<file path="src/rtl/core_csrs_pkg.sv">
// Shared CSR addresses, bit positions and interrupt cause codes for the
// machine-mode CSR file.
package core_csrs_pkg;

  localparam logic [11:0] CSR_ADDR_MVENDORID     = 12'hF11;
  localparam logic [11:0] CSR_ADDR_MARCHID       = 12'hF12;
  localparam logic [11:0] CSR_ADDR_MIMPID        = 12'hF13;
  localparam logic [11:0] CSR_ADDR_MHARTID       = 12'hF14;
  localparam logic [11:0] CSR_ADDR_MSTATUS       = 12'h300;
  localparam logic [11:0] CSR_ADDR_MISA          = 12'h301;
  localparam logic [11:0] CSR_ADDR_MIE           = 12'h304;
  localparam logic [11:0] CSR_ADDR_MTVEC         = 12'h305;
  localparam logic [11:0] CSR_ADDR_MCOUNTINHIBIT = 12'h320;
  localparam logic [11:0] CSR_ADDR_MSCRATCH      = 12'h340;
  localparam logic [11:0] CSR_ADDR_MEPC          = 12'h341;
  localparam logic [11:0] CSR_ADDR_MCAUSE        = 12'h342;
  localparam logic [11:0] CSR_ADDR_MTVAL         = 12'h343;
  localparam logic [11:0] CSR_ADDR_MIP           = 12'h344;
  localparam logic [11:0] CSR_ADDR_MCYCLE        = 12'hB00;
  localparam logic [11:0] CSR_ADDR_MINSTRET      = 12'hB02;

  localparam int unsigned MSTATUS_MIE  = 3;
  localparam int unsigned MSTATUS_MPIE = 7;
  localparam int unsigned MIE_MSIE     = 3;
  localparam int unsigned MIE_MTIE     = 7;
  localparam int unsigned MIE_MEIE     = 11;

  localparam logic [6:0] INT_CAUSE_MEI = 7'd11;
  localparam logic [6:0] INT_CAUSE_MSI = 7'd3;
  localparam logic [6:0] INT_CAUSE_MTI = 7'd7;

  localparam int unsigned CSR_COUNT_CY = 0;
  localparam int unsigned CSR_COUNT_IR = 2;

  typedef enum logic [1:0] {
    CSR_OP_NONE,
    CSR_OP_WR,
    CSR_OP_SET,
    CSR_OP_CLR
  } csr_op_e;

  function automatic csr_op_e csr_op(input logic wr, input logic set, input logic clr);
    if (wr)       return CSR_OP_WR;
    else if (set) return CSR_OP_SET;
    else if (clr) return CSR_OP_CLR;
    else          return CSR_OP_NONE;
  endfunction

endpackage

</file>
<file path="src/rtl/core_csrs_counter.sv">
// Free-running counter with inhibit, increment enable and a write port that
// overrides the increment in the same cycle.
module core_csr_counter #(
  parameter int unsigned W = 64
) (
  input  logic         g_clk,
  input  logic         g_resetn,
  input  logic         i_inhibit,
  input  logic         i_inc,
  input  logic         i_wr,
  input  logic [W-1:0] i_wdata,
  output logic [W-1:0] o_value
);

  logic [W-1:0] r_count;

  always_ff @(posedge g_clk) begin
    if (!g_resetn)                r_count <= '0;
    else if (i_wr)                r_count <= i_wdata;
    else if (i_inc && !i_inhibit) r_count <= r_count + W'(1);
  end

  assign o_value = r_count;

endmodule

</file>
<file path="src/rtl/core_csrs.sv">
// Machine-mode CSR file: CSR access port, trap/MRET state, counters and
// interrupt request generation for the writeback stage.
module core_csrs
  import core_csrs_pkg::*;
#(
  parameter int unsigned     XLEN        = 64,
  parameter logic [XLEN-1:0] MTVEC_RESET = 64'h0000_0000_8000_0000,
  parameter logic [XLEN-1:0] MISA_VALUE  = 64'h8000_0000_0000_0100,
  parameter logic [XLEN-1:0] MHARTID     = '0
) (
  input  logic            g_clk,
  input  logic            g_resetn,
  input  logic            csr_en,
  input  logic            csr_wr,
  input  logic            csr_wr_set,
  input  logic            csr_wr_clr,
  input  logic [11:0]     csr_addr,
  input  logic [XLEN-1:0] csr_wdata,
  output logic [XLEN-1:0] csr_rdata,
  output logic            csr_error,
  output logic [XLEN-1:0] mtvec_base,
  input  logic            trap_cpu,
  input  logic            trap_int,
  input  logic [6:0]      trap_cause,
  input  logic [XLEN-1:0] trap_mtval,
  input  logic [XLEN-1:0] trap_pc,
  input  logic            exec_mret,
  input  logic            instr_ret,
  output logic [XLEN-1:0] mepc_out,
  input  logic            irq_ext,
  input  logic            irq_sw,
  input  logic            irq_ti,
  output logic            int_pending,
  output logic [6:0]      int_cause,
  output logic [XLEN-1:0] int_tvec
);

  localparam logic [XLEN-1:0] MIE_MASK = XLEN'((1 << MIE_MEIE) | (1 << MIE_MTIE) | (1 << MIE_MSIE));
  localparam logic [XLEN-1:0] MCI_MASK = XLEN'((1 << CSR_COUNT_CY) | (1 << CSR_COUNT_IR));

  logic            r_mstatus_mie;
  logic            r_mstatus_mpie;
  logic [XLEN-1:0] r_mie;
  logic [XLEN-1:0] r_mtvec;
  logic [XLEN-1:0] r_mscratch;
  logic [XLEN-1:0] r_mepc;
  logic [XLEN-1:0] r_mcause;
  logic [XLEN-1:0] r_mtval;
  logic [XLEN-1:0] r_mcountinhibit;

  logic [XLEN-1:0] w_mcycle;
  logic [XLEN-1:0] w_minstret;
  logic [XLEN-1:0] w_mstatus;
  logic [XLEN-1:0] w_mip;
  logic [XLEN-1:0] w_rdata;
  logic [XLEN-1:0] w_wval;
  logic [XLEN-1:0] w_base;
  logic            w_mapped;
  logic            w_err;
  logic            w_wen;
  logic            w_trap;
  logic [2:0]      w_pend;
  logic [6:0]      w_int_cause;
  csr_op_e         w_op;

  always_comb begin
    w_mstatus               = '0;
    w_mstatus[MSTATUS_MIE]  = r_mstatus_mie;
    w_mstatus[MSTATUS_MPIE] = r_mstatus_mpie;
    w_mip                   = '0;
    w_mip[MIE_MEIE]         = irq_ext;
    w_mip[MIE_MTIE]         = irq_ti;
    w_mip[MIE_MSIE]         = irq_sw;
  end

  always_comb begin
    w_rdata  = '0;
    w_mapped = 1'b1;
    case (csr_addr)
      CSR_ADDR_MVENDORID,
      CSR_ADDR_MARCHID,
      CSR_ADDR_MIMPID:        w_rdata = '0;
      CSR_ADDR_MHARTID:       w_rdata = MHARTID;
      CSR_ADDR_MISA:          w_rdata = MISA_VALUE;
      CSR_ADDR_MSTATUS:       w_rdata = w_mstatus;
      CSR_ADDR_MIE:           w_rdata = r_mie;
      CSR_ADDR_MTVEC:         w_rdata = r_mtvec;
      CSR_ADDR_MCOUNTINHIBIT: w_rdata = r_mcountinhibit;
      CSR_ADDR_MSCRATCH:      w_rdata = r_mscratch;
      CSR_ADDR_MEPC:          w_rdata = r_mepc;
      CSR_ADDR_MCAUSE:        w_rdata = r_mcause;
      CSR_ADDR_MTVAL:         w_rdata = r_mtval;
      CSR_ADDR_MIP:           w_rdata = w_mip;
      CSR_ADDR_MCYCLE:        w_rdata = w_mcycle;
      CSR_ADDR_MINSTRET:      w_rdata = w_minstret;
      default:                w_mapped = 1'b0;
    endcase
  end

  // misa is read-only even though it sits in the read/write address range.
  always_comb begin
    w_op  = csr_op(csr_wr, csr_wr_set, csr_wr_clr);
    w_err = csr_en && (!w_mapped || ((w_op != CSR_OP_NONE) &&
            ((csr_addr[11:10] == 2'b11) || (csr_addr == CSR_ADDR_MISA))));
    w_wen = csr_en && (w_op != CSR_OP_NONE) && !w_err;
    case (w_op)
      CSR_OP_SET: w_wval = w_rdata | csr_wdata;
      CSR_OP_CLR: w_wval = w_rdata & ~csr_wdata;
      default:    w_wval = csr_wdata;
    endcase
  end

  assign w_trap = trap_cpu | trap_int;

  // Trap beats MRET beats CSR write on the registers they share.
  always_ff @(posedge g_clk) begin
    if (!g_resetn) begin
      r_mstatus_mie  <= 1'b0;
      r_mstatus_mpie <= 1'b0;
      r_mepc         <= '0;
      r_mcause       <= '0;
      r_mtval        <= '0;
    end else if (w_trap) begin
      r_mepc         <= trap_pc & ~XLEN'(3);
      r_mcause       <= {trap_int, {(XLEN-8){1'b0}}, trap_cause};
      r_mtval        <= trap_mtval;
      r_mstatus_mpie <= r_mstatus_mie;
      r_mstatus_mie  <= 1'b0;
    end else begin
      if (w_wen && csr_addr == CSR_ADDR_MEPC)   r_mepc   <= w_wval & ~XLEN'(3);
      if (w_wen && csr_addr == CSR_ADDR_MCAUSE) r_mcause <= w_wval;
      if (w_wen && csr_addr == CSR_ADDR_MTVAL)  r_mtval  <= w_wval;
      if (exec_mret) begin
        r_mstatus_mie  <= r_mstatus_mpie;
        r_mstatus_mpie <= 1'b1;
      end else if (w_wen && csr_addr == CSR_ADDR_MSTATUS) begin
        r_mstatus_mie  <= w_wval[MSTATUS_MIE];
        r_mstatus_mpie <= w_wval[MSTATUS_MPIE];
      end
    end
  end

  always_ff @(posedge g_clk) begin
    if (!g_resetn) begin
      r_mie           <= '0;
      r_mtvec         <= MTVEC_RESET;
      r_mscratch      <= '0;
      r_mcountinhibit <= '0;
    end else if (w_wen) begin
      case (csr_addr)
        CSR_ADDR_MIE:           r_mie           <= w_wval & MIE_MASK;
        CSR_ADDR_MTVEC:         r_mtvec         <= w_wval & ~XLEN'(2);
        CSR_ADDR_MSCRATCH:      r_mscratch      <= w_wval;
        CSR_ADDR_MCOUNTINHIBIT: r_mcountinhibit <= w_wval & MCI_MASK;
        default: ;
      endcase
    end
  end

  core_csr_counter #(.W(XLEN)) u_mcycle (
    .g_clk     (g_clk),
    .g_resetn  (g_resetn),
    .i_inhibit (r_mcountinhibit[CSR_COUNT_CY]),
    .i_inc     (1'b1),
    .i_wr      (w_wen && csr_addr == CSR_ADDR_MCYCLE),
    .i_wdata   (w_wval),
    .o_value   (w_mcycle)
  );

  core_csr_counter #(.W(XLEN)) u_minstret (
    .g_clk     (g_clk),
    .g_resetn  (g_resetn),
    .i_inhibit (r_mcountinhibit[CSR_COUNT_IR]),
    .i_inc     (instr_ret),
    .i_wr      (w_wen && csr_addr == CSR_ADDR_MINSTRET),
    .i_wdata   (w_wval),
    .o_value   (w_minstret)
  );

  always_comb begin
    w_pend = {r_mie[MIE_MEIE] & irq_ext, r_mie[MIE_MTIE] & irq_ti, r_mie[MIE_MSIE] & irq_sw};
    if (w_pend[2])      w_int_cause = INT_CAUSE_MEI;
    else if (w_pend[0]) w_int_cause = INT_CAUSE_MSI;
    else if (w_pend[1]) w_int_cause = INT_CAUSE_MTI;
    else                w_int_cause = '0;
  end

  assign w_base      = {r_mtvec[XLEN-1:2], 2'b00};
  assign mtvec_base  = w_base;
  assign int_pending = r_mstatus_mie && (|w_pend);
  assign int_cause   = w_int_cause;
  assign int_tvec    = w_base + (r_mtvec[0] ? (XLEN'(w_int_cause) << 2) : '0);
  assign csr_rdata   = w_rdata;
  assign csr_error   = w_err;
  assign mepc_out    = r_mepc;

endmodule

</file>
<file path="config.mk">
export PLATFORM = sky130hd
export DESIGN_NAME = core_csrs
export DESIGN_NICKNAME = d
export VERILOG_FILES = /design/src/rtl/core_csrs_pkg.sv /design/src/rtl/core_csrs_counter.sv /design/src/rtl/core_csrs.sv
export SDC_FILE = /design/constraint.sdc
export NUM_CORES = 1
export LEC_CHECK = 0
export ABC_AREA = 1
export CORE_AREA = 4 4 281 283
export DETAILED_ROUTE_END_ITERATION = 10
export DIE_AREA = 0 0 285 287
export HOLD_SLACK_MARGIN = 0.05
export REMOVE_ABC_BUFFERS = 1
export SKIP_CTS_REPAIR_TIMING = 1
export SYNTH_ARGS = -nofsm -noshare
export SYNTH_HDL_FRONTEND = slang
export SYNTH_SLANG_ARGS = --single-unit
</file>
<file path="constraint.sdc">
create_clock -name g_clk -period 5 [get_ports g_clk]
set_input_delay 1 -clock g_clk [delete_from_list [all_inputs] [get_ports g_clk]]
set_output_delay 1 -clock g_clk [all_outputs]
set_load 0.02 [all_outputs]
</file>
* Word level (Yosys, flattened, before mapping)
Cells that the tools add are included.
** Storage, ports and cells
- Register bits after elaboration :: 452
- Output and inout port bits :: 265
- Word-level logic and storage cells :: 99
** Operators by class
- Add/subtract/negate cells :: 3
- Equality and inequality tests :: 20
- Mux-type cells :: 25
- Bitwise gates (word level) :: 8
- Reduce and logical (&&, ||, !) cells :: 31
** Operators by type and width (number)
- $pmux W64 S12 :: 1
- $mux W64 :: 10
- $add A64 B1 Y64 const B :: 2
- $pmux W64 S2 :: 1
- $eq A12 B10 Y1 const B :: 10
- $eq A12 B12 Y1 const B :: 6
- $add A64 B9 Y64 :: 1
- $and A64 B64 Y64 :: 1
- $not A64 Y64 :: 1
- $or A64 B64 Y64 :: 1
- $reduce_or A16 Y1 :: 1
- $mux W7 :: 2
- $logic_and A1 B1 Y1 :: 12
- $reduce_bool A2 Y1 :: 6
- $mux W9 :: 1
- $reduce_and A2 Y1 :: 4
- $eq A2 B2 Y1 const B :: 3
- $mux W1 :: 6
- $mux W2 :: 3
- $and A1 B1 Y1 :: 3
- $logic_not A1 Y1 :: 3
- $mux W3 :: 1
- $reduce_bool A3 Y1 :: 1
- $reduce_or A3 Y1 :: 1
- other kinds (5) :: 6

* Logic depth before layout (Yosys ltp)
- Word-level depth :: 13
- Mapped depth :: 18

* Cells and area by module
A second synthesis with hierarchy kept.
** Second synthesis, totals
- Cells, all modules :: 5154
- Area, all modules :: 30027.5 µm²
** Modules (own cells, without submodules)
- core_csrs :: instances 1, cells an instance 3424, area an instance 19985.4 µm², seq. area each 6486.2 µm²
- core_csr_counter :: instances 2, cells an instance 865, area an instance 5021.1 µm², seq. area each 1281.2 µm²

* Least setup slack after synthesis
Ideal clock, no wire load.
- Path type :: input port to output port
- From :: input port irq_ti
- To :: output port int_tvec[62]
- Arrival time :: 3660 ps
- Data required time :: 4000 ps
- Path slack :: 340 ps
- Stages on the path :: 18
- Path buffers :: 0
- Path through :: nand2_1 nand3_1 nand2_1 inv_1 ha_1 fa_1 nand3_1 nand2_1 nand3_1 nor2_1 nand2_1 nor2_1 nand2_1 nor2_2 nand2_1 nor2_1 nand3_1 xor2_1
** Between the ends
- Longest elaborated chain between the ends :: 6
** Ends and longest elaborated chain
- start: declaration :: line core_csrs.sv:32 : input logic irq_ti,
- $and A1 B1 Y1 :: line core_csrs.sv:181 : w_pend = {r_mie[MIE_MEIE] & irq_ext, r_mie[MIE_MTIE] & irq_ti, r_mie[MIE_MSIE] & irq_sw};
- $mux W3 :: line core_csrs.sv:184 : else if (w_pend[1]) w_int_cause = INT_CAUSE_MTI;
- $mux W7 :: line core_csrs.sv:183 : else if (w_pend[0]) w_int_cause = INT_CAUSE_MSI;
- $mux W7 :: line core_csrs.sv:182 : if (w_pend[2]) w_int_cause = INT_CAUSE_MEI;
- via int_cause[0] :: line core_csrs.sv:34 : output logic [6:0] int_cause,
- $mux W9 :: line core_csrs.sv:192 : assign int_tvec = w_base + (r_mtvec[0] ? (XLEN'(w_int_cause) << 2) : '0);
- $add A64 B9 Y64 :: line core_csrs.sv:192
- end: declaration :: line core_csrs.sv:35 : output logic [XLEN-1:0] int_tvec
The timed path passes the listed nets, and every way through them passes these cells.

* Worst setup path in the final report
- From :: input port irq_ti
- To :: output port int_tvec[46]
** Between the ends
- Longest elaborated chain between the ends :: 6
** Ends and longest elaborated chain (line)
- $and A1 B1 Y1 :: core_csrs.sv:181
- $mux W3 :: core_csrs.sv:184
- $mux W7 :: core_csrs.sv:183
- $mux W7 :: core_csrs.sv:182
- $mux W9 :: core_csrs.sv:192
- $add A64 B9 Y64 :: core_csrs.sv:192
Every way passes these cells.

==> results.sh <==
export IMPL_h_tree_depth=2
export IMPL_multi_input_area_sq_mm=0.0182
export IMPL_synth_edf_count=0
export IMPL_cp_data_required_time_ps=4000
export IMPL_clkLatencyLatePin_ps=620
export IMPL_wl_um=159000
export IMPL_status="finished, final reports clean"
export IMPL_dpl_cell_count=6659
export IMPL_clock_fmax_mhz=204
export IMPL_p_leak_nw=17.7
export IMPL_core_sq_mm=0.0767
export IMPL_max_slew_margin=0.279
export IMPL_grt_max_degree=136
export IMPL_synth_top_family_by_area="simple AND/OR/NAND/NOR gates"
export IMPL_n_fill_cell=8231
export IMPL_crit_slowest_cell="clkdlybuf4s50_1"
export IMPL_worstSetupStartpointType="input pin"
export IMPL_syn2layout_area_growth_pct=26.6
export IMPL_rows=102
export IMPL_wl_per_cell_um=23.5
export IMPL_firstDrtPassIters=6
export IMPL_cts_num_sinks=452
export IMPL_gp_congestion=1.01
export IMPL_critPathKind="input pin to primary output"
export IMPL_die_height_um=287
export IMPL_antenna_left=0
export IMPL_synthAdderAreaFrac=0.00314
export IMPL_cts_root_buf="clkbuf_16"
export IMPL_num_vias=36600
export IMPL_grt_usage=0.370
export IMPL_fin_crit_ps=4910
export IMPL_pin_count=489
export IMPL_power_density_mw_per_mm2=231
export IMPL_finalPower_w=0.00886
export IMPL_clk_pin_slew_worst_paths_ps=60
export IMPL_tightest_slew_ps=1070
export IMPL_synth_seq_cells=452
export IMPL_setup_viol=0
export IMPL_viasPerCell=5.42
export IMPL_ys_seq_area_frac=0.299
export IMPL_grt_pass1_vias=33500
export IMPL_cp_end_kind="primary output"
export IMPL_critPathArrivalTime_ps=3910
export IMPL_fin_cells=6760
export IMPL_ir_drop_mv=0.222
export IMPL_whs_ps=448
export IMPL_synth_async_reset_ratio=0
export IMPL_synth_ff_type="dfxtp_1"
export IMPL_grt_pass1_wl_um=227000
export IMPL_crit_fanout=3
export IMPL_synthMuxAreaShare=0
export IMPL_numCtsBuffers=52
export IMPL_drtIter0Drc=4340
export IMPL_synth_warnings=0
export IMPL_min_delay_path_class="flip-flop to flip-flop"
export IMPL_finalCritPeriodShare=0.981
export IMPL_grt_remaining_overflow=0
export IMPL_start_util=0.395
export IMPL_slew_violations=0
export IMPL_crit_chain="clkdlybuf4s50_1, nand2_1, nand3_2, nand2_1, inv_1, ha_2, fa_2, nand3_1, nand2_2, nand3_4, nor2_4, nand2_1, nor2_2, nand2_2, nor2_4, nand2_4, nor2_4, buf_4, xor2_1, buf_4"
export IMPL_synth_compound_area_share=0.0793
export IMPL_finalClockSkew_ps=22.1
export IMPL_place_port_buffers=477
export IMPL_drcViolationCount=0
export IMPL_drive_gt1_frac=0.0687
export IMPL_synth_xor_area_frac=0.0315
export IMPL_antenna_found_initial=11
export IMPL_rsz0062_at_grt="true"
export IMPL_critPathMaxStageDelay_ps=470
export IMPL_synthSimpleGateAreaFrac=0.478
export IMPL_regArea_sq_mm=0.00905
export IMPL_drv_cap=0
export IMPL_chipWidth_um=285
export IMPL_synth_cell_area_sq_mm=0.0303
export IMPL_final_nets=5908
export IMPL_synthCells=5305
export IMPL_dp_final_hpwl_um=121000
export IMPL_fp_dieArea_sq_mm=0.0818
export IMPL_synth_area_per_cell_sq_um=5.71
export IMPL_cts_tree="done"
export IMPL_hold_viol=0
export IMPL_cts_max_path_buffers=3
export IMPL_synthDistinctLibCells=46
[cell type report]
class	instances	area share
diodes	3	0.000196
clock buffers	76	0.0405
clock inverters	18	0.00574
inverters	421	0.0413
multi-input cells	4102	0.474
flip-flops and latches	452	0.236
well taps	1040	0.0339
repair buffers	648	0.168
[worst max-delay path, delay by kind of cell]
kind | cells | cell delay (ps)
XOR/XNOR | 1 | 150
adder cells (fa/ha/maj) | 2 | 390
buffers and inverters | 4 | 850
AND/OR/NAND/NOR | 13 | 1510
[metal layers]
| metal | vias to the layer above | global-route usage | share of wire |
|---|---|---|---|
| met3 | 292 | 0.0659 | 0.098 |
| met5 | - | 0 | 0.00014 |
| met1 | 17100 | 0.521 | 0.43 |
| li1 | 17400 | - | - |
| met2 | 1848 | 0.565 | 0.42 |
| met4 | 4 | 0.140 | 0.043 |
[final timing paths]
kind / start / end / slack, ps / cells past startpoint
hold reg to reg: r_mcause[17] / r_mcause[17] / 450 / 2
setup reg to reg: u_minstret.o_value[1] / u_minstret.o_value[45] / 1720 / 13
setup / recovery: irq_ti / int_tvec[46] / 90 / 20
hold / removal: r_mcause[17] / r_mcause[17] / 450 / 2
[synthesized netlist by cell type, drive strengths merged, types with 2 or more instances]
library cell | number | area [sq um]
o21bai | 2 | 15.0
nand3 | 441 | 2220
nor4 | 13 | 81.3
or2 | 23 | 144
clkbuf | 140 | 529
nor4b | 3 | 26.3
dfxtp | 452 | 9050
a21oi | 150 | 751
inv | 420 | 1580
nor3b | 8 | 60.1
o21ai | 316 | 1580
and2 | 2 | 12.5
nor3 | 108 | 546
xnor2 | 27 | 236
a211oi | 3 | 22.5
and3 | 2 | 12.5
nand4 | 76 | 482
buf | 198 | 1190
nand2 | 1683 | 6330
xor2 | 82 | 718
ha | 6 | 75.1
nand3b | 51 | 383
nor2 | 1090 | 4160
[cell usage in the layout, fill, tap and decap left out, types with 100 or more instances in the layout]
cell / instances
nand2_1: 1669
nor2_1: 1060
dfxtp_1: 451
nand3_1: 435
clkdlybuf4s50_1: 410
inv_1: 406
o21ai_0: 307
buf_4: 167
a21oi_1: 150
nor3_1: 100
[report_power, final]
part,internal (W),switching (W),total [W]
combinational,0.000391,0.000616,0.00101
sequential,0.00369,0.0000641,0.00376
clock,0.00240,0.00170,0.00409
total,0.00648,0.00238,0.00886
[flip-flops by register name, indices dropped and copies added (netlist names)]
name / cells
r_mtval: 64
r_mcountinhibit: 2
r_mie: 3
r_mcause: 64
r_mscratch: 64
r_mstatus_mpie: 1
r_mstatus_mie: 1
u_mcycle.o_value: 64
r_mtvec: 63
mepc_out: 62
u_minstret.o_value: 64
[stage by stage]
stage               setup TNS [ps]  setup WS, ps  cell area [sq um]  utilization
CTS                         -12820          -673              38100        0.497
global placement            -10670          -577              36300        0.474
finish                           0          93.2              38300        0.500
detailed placement          -12210          -663              36300        0.474
global route                 -76.3         -28.6              38300        0.500
floorplan                 -1368410         -6250              28600            -
[cell families after synthesis]
logic type      count (synthesis)
simple gates                 3502
compound gates                475
flops                         452
fa+ha+maj                       7
buf+inv                       759
xor+xnor                      109
other cells                     1
No activity file was read; power rests on OpenSTA's default activity.
